===== src/rtl/lsu_data_mem.sv =====
//==============================================================================
// Module      : lsu_data_mem
// Description : Load/store data memory for the memory stage of the multi-cycle
//               RISC-V core. Byte/half/word accesses with sign or zero
//               extension, byte-lane stores, programmable wait states and a
//               valid/ready request/response handshake. Misaligned,
//               illegal-size and out-of-range accesses return an error
//               response and never touch the array.
//
// Ports       : clk           rising-edge clock
//               reset         synchronous, active-low reset
//               req_valid     request present (held by requester until taken)
//               req_ready     high in IDLE: request accepted this cycle
//               req_we        1 = store, 0 = load
//               req_size      00 byte, 01 half, 10 word, 11 illegal
//               req_unsigned  loads: 1 = zero-extend, 0 = sign-extend
//               req_addr      byte address (little-endian)
//               req_wdata     right-aligned store data
//               rsp_valid     response available, held until rsp_ready
//               rsp_ready     consumer takes the response
//               rsp_rdata     extended load data; 0 for stores and errors
//               rsp_err       misaligned / out of range / illegal size
//               busy          state is not IDLE
//               err_count     saturating error-response counter (only when
//                             LSU_DMEM_ERR_CNT_EN is defined)
//
// Options     : `define LSU_DMEM_ERR_CNT_EN adds the err_count output.
//
// Revision    : 1.0 - initial release
//==============================================================================
`default_nettype none

module lsu_data_mem #(
    parameter int DEPTH       = 64,
    parameter int ADDR_W      = 32,
    parameter int WAIT_STATES = 1
) (
    input  logic              clk,
    input  logic              reset,
    input  logic              req_valid,
    output logic              req_ready,
    input  logic              req_we,
    input  logic [1:0]        req_size,
    input  logic              req_unsigned,
    input  logic [ADDR_W-1:0] req_addr,
    input  logic [31:0]       req_wdata,
    output logic              rsp_valid,
    input  logic              rsp_ready,
    output logic [31:0]       rsp_rdata,
    output logic              rsp_err,
    output logic              busy
`ifdef LSU_DMEM_ERR_CNT_EN
    ,
    output logic [7:0]        err_count
`endif
);

    localparam int         c_IDX_W = $clog2(DEPTH);
    localparam logic [3:0] c_WAIT  = WAIT_STATES[3:0];

    typedef enum logic [1:0] {
        ST_IDLE = 2'd0,
        ST_WAIT = 2'd1,
        ST_RESP = 2'd2
    } state_t;

    state_t r_state;
    state_t w_next_state;

    // Registered request
    logic              r_we;
    logic [1:0]        r_size;
    logic              r_unsigned;
    logic [ADDR_W-1:0] r_addr;
    logic [31:0]       r_wdata;
    logic [3:0]        r_cnt;

    // Response registers
    logic              r_rsp_valid;
    logic [31:0]       r_rdata;
    logic              r_err;

    logic [31:0]       r_mem [DEPTH];

    //--------------------------------------------------------------------------
    // Access source. RESP is entered straight from IDLE when there are no wait
    // states, and in that case the request has not been registered yet, so
    // the live inputs are used; otherwise the registered copy is used.
    //--------------------------------------------------------------------------
    logic              w_use_in;
    logic              w_we;
    logic [1:0]        w_size;
    logic              w_unsigned;
    logic [ADDR_W-1:0] w_addr;
    logic [31:0]       w_wdata;

    assign w_use_in   = (r_state == ST_IDLE);
    assign w_we       = w_use_in ? req_we       : r_we;
    assign w_size     = w_use_in ? req_size     : r_size;
    assign w_unsigned = w_use_in ? req_unsigned : r_unsigned;
    assign w_addr     = w_use_in ? req_addr     : r_addr;
    assign w_wdata    = w_use_in ? req_wdata    : r_wdata;

    //--------------------------------------------------------------------------
    // Address decode and error detection
    //--------------------------------------------------------------------------
    logic [c_IDX_W-1:0] w_idx;
    logic [1:0]         w_lane;
    logic [ADDR_W-1:0]  w_hi;
    logic               w_oor;
    logic               w_misalign;
    logic               w_err;

    assign w_idx  = w_addr[c_IDX_W+1:2];
    assign w_lane = w_addr[1:0];
    // Any address bit above the array range is an error; no aliasing.
    assign w_hi   = w_addr >> (c_IDX_W + 2);
    assign w_oor  = |w_hi;

    always_comb begin
        w_misalign = 1'b0;
        case (w_size)
            2'b00:   w_misalign = 1'b0;
            2'b01:   w_misalign = w_lane[0];
            2'b10:   w_misalign = |w_lane;
            default: w_misalign = 1'b1;  // illegal size
        endcase
    end

    assign w_err = w_misalign | w_oor;

    //--------------------------------------------------------------------------
    // Next-state logic
    //--------------------------------------------------------------------------
    always_comb begin
        w_next_state = r_state;
        case (r_state)
            ST_IDLE: begin
                if (req_valid) begin
                    w_next_state = (c_WAIT == 4'd0) ? ST_RESP : ST_WAIT;
                end
            end
            ST_WAIT: begin
                if (r_cnt <= 4'd1) begin
                    w_next_state = ST_RESP;
                end
            end
            ST_RESP: begin
                if (rsp_ready) begin
                    w_next_state = ST_IDLE;
                end
            end
            default: w_next_state = ST_IDLE;
        endcase
    end

    always_ff @(posedge clk) begin
        if (!reset) begin
            r_state <= ST_IDLE;
        end else begin
            r_state <= w_next_state;
        end
    end

    // The access itself (store commit / load sample) happens on RESP entry
    logic w_enter_resp;
    logic w_commit;

    assign w_enter_resp = reset && (r_state != ST_RESP) && (w_next_state == ST_RESP);
    assign w_commit     = w_enter_resp && w_we && !w_err;

    //--------------------------------------------------------------------------
    // Store lane enables and lane-replicated write data
    //--------------------------------------------------------------------------
    logic [3:0]  w_be;
    logic [31:0] w_wlanes;

    always_comb begin
        w_be     = 4'b0000;
        w_wlanes = w_wdata;
        case (w_size)
            2'b00: begin
                w_be     = 4'b0001 << w_lane;
                w_wlanes = {4{w_wdata[7:0]}};
            end
            2'b01: begin
                w_be     = w_lane[1] ? 4'b1100 : 4'b0011;
                w_wlanes = {2{w_wdata[15:0]}};
            end
            2'b10: begin
                w_be     = 4'b1111;
                w_wlanes = w_wdata;
            end
            default: begin
                w_be     = 4'b0000;
                w_wlanes = w_wdata;
            end
        endcase
    end

    // Array is intentionally not reset
    always_ff @(posedge clk) begin
        if (w_commit) begin
            for (int i = 0; i < 4; i++) begin
                if (w_be[i]) begin
                    r_mem[w_idx][8*i +: 8] <= w_wlanes[8*i +: 8];
                end
            end
        end
    end

    //--------------------------------------------------------------------------
    // Load lane select and extension
    //--------------------------------------------------------------------------
    logic [31:0] w_word;
    logic [7:0]  w_byte;
    logic [15:0] w_half;
    logic [31:0] w_load;

    assign w_word = r_mem[w_idx];

    always_comb begin
        w_byte = w_word[7:0];
        case (w_lane)
            2'd0:    w_byte = w_word[7:0];
            2'd1:    w_byte = w_word[15:8];
            2'd2:    w_byte = w_word[23:16];
            default: w_byte = w_word[31:24];
        endcase
    end

    assign w_half = w_lane[1] ? w_word[31:16] : w_word[15:0];

    always_comb begin
        w_load = w_word;
        case (w_size)
            2'b00:   w_load = {{24{w_byte[7]  & ~w_unsigned}}, w_byte};
            2'b01:   w_load = {{16{w_half[15] & ~w_unsigned}}, w_half};
            default: w_load = w_word;
        endcase
    end

    //--------------------------------------------------------------------------
    // Request capture, wait counter and response registers
    //--------------------------------------------------------------------------
    always_ff @(posedge clk) begin
        if (!reset) begin
            r_we        <= 1'b0;
            r_size      <= 2'b00;
            r_unsigned  <= 1'b0;
            r_addr      <= '0;
            r_wdata     <= 32'd0;
            r_cnt       <= 4'd0;
            r_rsp_valid <= 1'b0;
            r_rdata     <= 32'd0;
            r_err       <= 1'b0;
        end else begin
            if (r_state == ST_IDLE && req_valid) begin
                r_we       <= req_we;
                r_size     <= req_size;
                r_unsigned <= req_unsigned;
                r_addr     <= req_addr;
                r_wdata    <= req_wdata;
                r_cnt      <= c_WAIT;
            end else if (r_state == ST_WAIT) begin
                r_cnt <= r_cnt - 4'd1;
            end

            if (w_enter_resp) begin
                r_rsp_valid <= 1'b1;
                r_err       <= w_err;
                r_rdata     <= (w_we || w_err) ? 32'd0 : w_load;
            end else if (r_state == ST_RESP && rsp_ready) begin
                r_rsp_valid <= 1'b0;
            end
        end
    end

    assign req_ready = (r_state == ST_IDLE);
    assign busy      = (r_state != ST_IDLE);
    assign rsp_valid = r_rsp_valid;
    assign rsp_rdata = r_rdata;
    assign rsp_err   = r_err;

`ifdef LSU_DMEM_ERR_CNT_EN
    logic [7:0] r_err_count;

    always_ff @(posedge clk) begin
        if (!reset) begin
            r_err_count <= 8'd0;
        end else if (r_rsp_valid && rsp_ready && r_err && (r_err_count != 8'hFF)) begin
            r_err_count <= r_err_count + 8'd1;
        end
    end

    assign err_count = r_err_count;
`endif

endmodule

`default_nettype wire

===== config.mk =====
export PLATFORM = sky130hd
export DESIGN_NAME = lsu_data_mem
export DESIGN_NICKNAME = d
export VERILOG_FILES = /design/src/rtl/lsu_data_mem.sv
export SDC_FILE = /design/constraint.sdc
export NUM_CORES = 2
export LEC_CHECK = 0
export CORE_MARGIN = 8
export CORE_UTILIZATION = 28
export CTS_CLUSTER_SIZE = 12
export DETAILED_ROUTE_END_ITERATION = 10
export GPL_ROUTABILITY_DRIVEN = 1
export HOLD_SLACK_MARGIN = 0.12
export MAX_ROUTING_LAYER = met4
export PLACE_DENSITY = 0.42
export SLEW_MARGIN = 5
export SYNTH_ARGS = -nofsm -noshare
export SYNTH_HDL_FRONTEND = slang
export SYNTH_SLANG_ARGS = --single-unit

===== constraint.sdc =====
create_clock -name clk -period 10.75 [get_ports clk]
set_clock_uncertainty 0.15 [all_clocks]
set_input_delay 1.075 -clock clk [delete_from_list [all_inputs] [get_ports clk]]
set_output_delay 1.075 -clock clk [all_outputs]
set_load 0.1 [all_outputs]

==> results.toml <==
[min_path]
hp-class = "flip-flop to flip-flop"

[final_layout]
register_area_um2 = 63660
final_layout_size_suffix_gt1_share_pct = 12.36
area_growth_pct = 16.53
nets = 5754
fin_area_um2 = 96260
n_fill_cell = 28720
multi_input_area_um2 = 17420

[place]
port_buffers = 107
dp_hpwl_um = 183800
routabilityCongestion = 0.8301
placed_cell_area_um2 = 89350

[synth]
syn_area_um2 = 82600
synth_area_leaders = "edfxtp_1 (74%), o22ai_1 (5.4%), nand2_1 (2.6%)"
yosysMostFrequentCell = "edfxtp_1"
synth_common_cells = "edfxtp_1 (2048), o22ai_1 (708), nand2_1 (577)"
async_reset_ff_share_pct = 0
synth_cells = 5495
yosysTopAreaCellShare_pct = 74.45
yosysUniqueCellTypes = 87
syn_avg_cell_area_um2 = 15.03
synth_seq_cells = 2156
post-synth-top-area-cell = "edfxtp_1"
synth_nets = 5569
synth-main-ff-cell = "edfxtp_1"
synth_edf_count = 2048
yosysSeqAreaShare_pct = 77.07
yosysWarnings = 0

[route]
via_count = 52830
drt_iter0_drc = 5905
viasPerCell = 5.398
final_antenna_net_count = 0
first_pass_iters = 5
drc = 0
routed_wl_um = 307600
avgRoutedWirePerCell_um = 31.43

[floorplan]
rows = 199
io_pins = 108
start_util_pct = 28.12
fp.dieH_um = 559.2
dieArea_um2 = 312600
core_um2 = 293800
fp.dieW_um = 559.2

[critical_path]
timing.rr.end = "rsp_rdata[23]"
reg2reg_depth = 14
crit_path_start_kind = "flip-flop"
r2r-start = "r_state[1]"
required_ns = 11.40
path_class = "flip-flop to flip-flop"
worstPathArrival_ns = 7.13
worstSetupEndpoint = "rsp_rdata[23]"
startpoint = "r_state[1]"
reg2reg_slack_ns = 4.28
path_max_fanout = 59
crit_path_end_kind = "flip-flop"

[clocking]
cts.htree.levels = 4
cts_setup_buffers = 0
clk_pin_slew_ns = 0.06
cts.sinks = 2156
cts_tree = "built"
post_cts_resized = 0
clockRootBuffer = "clkbuf_16"
clk_path_buf_depth = 3
clk_latency_ns = 0.89
cts_hold_buf = 0
numCtsBuffers = 225

[global_routing]
grt_pass1_vias = 51060
grt_pass1_wl_um = 425200
antenna_found_initial = 20
grt.total_usage_pct = 19.37
grt_max_degree = 111
grt_overflow = 0

[run]
maxCapViolCount = 1

[timing]
fmax_ghz = 0.1544
slew_violations = 1
period_needed_ns = 6.475
holdWs_ns = 0.3044
rsz0062_at_grt = "no"
setup_viol = 0
min_period_over_period_pct = 60.23
tightest_slew_ns = 1.492
hold_viol_final = 0
setup_tns_ns = 0
slew_headroom_pct = -0.3751

[power_and_ir_drop]
power.leakage_nw = 29.41
powerDensity_nw_per_um2 = 216.5
vdd_drop_max_mv = 0.1808

[run_status]
violations = "capacitance limit, slew limit"
status = "finished, violations left"
## sequential cells by signal, summed over array words and instances (netlist names)
name / count
rsp_rdata: 32
rsp_valid: 1
r_mem: 2048
r_addr: 32
r_we: 1
r_size: 2
r_unsigned: 1
r_state: 2
rsp_err: 1
r_wdata: 32
r_cnt: 4
## worst max-delay path, stage by stage, from the launching register on
cell and delay (ns):
dfxtp_1 0.29, buf_4 0.23, or2_2 0.33, buf_4 0.31, inv_8 0.46, o21ai_1 0.50
nand2_2 0.88, buf_4 0.59, nor2_1 0.10, a222oi_1 0.35, nor4b_1 0.68, a32o_1 0.44
a22o_1 0.22, nand4_2 0.46, o211ai_1 0.27
## worst min path at each step
stage | start | endpoint | slack (ns) | cells after the start
after floorplan | r_wdata[0] | r_wdata[0] | 0.29 | 2
after global placement | r_wdata[25] | r_wdata[25] | 0.29 | 2
after detailed placement | r_addr[11] | r_addr[11] | 0.30 | 2
after CTS | r_addr[11] | r_addr[11] | 0.31 | 2
after global routing | r_wdata[9] | r_wdata[9] | 0.32 | 2
final | r_addr[11] | r_addr[11] | 0.30 | 2
## metrics by stage
step                std cells  worst slack (ns)  total power, mW  util [%]
CTS                      9777             4.474            20.98     32.76
global placement         9372             4.013            13.55     30.41
finish                   9787             4.275            20.84     32.76
global route             9784             4.280            21.40     32.76
floorplan                5495             5.349            11.82         -
detailed placement       9372             3.991            13.57     30.41
## placed cells by master (no fill, tap or decap), types with 52 or more instances in the layout
| master | n |
|---|---|
| clkbuf_16 | 228 |
| clkbuf_1 | 72 |
| and3_1 | 52 |
| a31oi_1 | 66 |
| a21oi_1 | 152 |
| edfxtp_1 | 2048 |
| o21ai_0 | 74 |
| nor4_1 | 55 |
| nor2_1 | 206 |
| dfxtp_1 | 108 |
| nor3_1 | 328 |
| nand2_1 | 569 |
| nor3_2 | 65 |
| buf_4 | 249 |
| o22ai_1 | 708 |
| mux2i_1 | 63 |
| nand3_1 | 97 |
| o221ai_1 | 85 |
| clkdlybuf4s50_1 | 104 |
## cell type report
cell class | count | share of cell area, %
inverters | 17 | 0.07409
flip-flops and latches | 2156 | 66.13
clock inverters | 102 | 0.9033
clock buffers | 303 | 6.251
diodes | 10 | 0.02600
well taps | 3919 | 5.094
repair buffers | 372 | 3.418
multi-input cells | 2908 | 18.10
## metal layers
layer	part of all wire, %	vias up	GRT usage (%)
met5	0	-	-
met4	2.6	0	4.687
met3	6.2	387	2.850
met2	46	2050	30.24
met1	45	27970	26.72
li1	-	22420	-
## cell families after synthesis
family / count (synthesis) / synth area share (%)
flip-flops: 2156 / 77.07
adder cells (fa/ha/maj): 2 / 0.03029
AO/OA/AOI/OAI: 1357 / 10.84
buffers and inverters: 431 / 2.892
multiplexers: 83 / 1.039
AND/OR/NAND/NOR: 1466 / 8.135
## where the power goes
group / switching, mW / total (mW) / internal (mW)
clock network: 3.32 / 7.44 / 4.13
logic: 2.81 / 3.57 / 0.764
registers: 0.0208 / 9.82 / 9.80
Power figures use the tool's default switching activity.
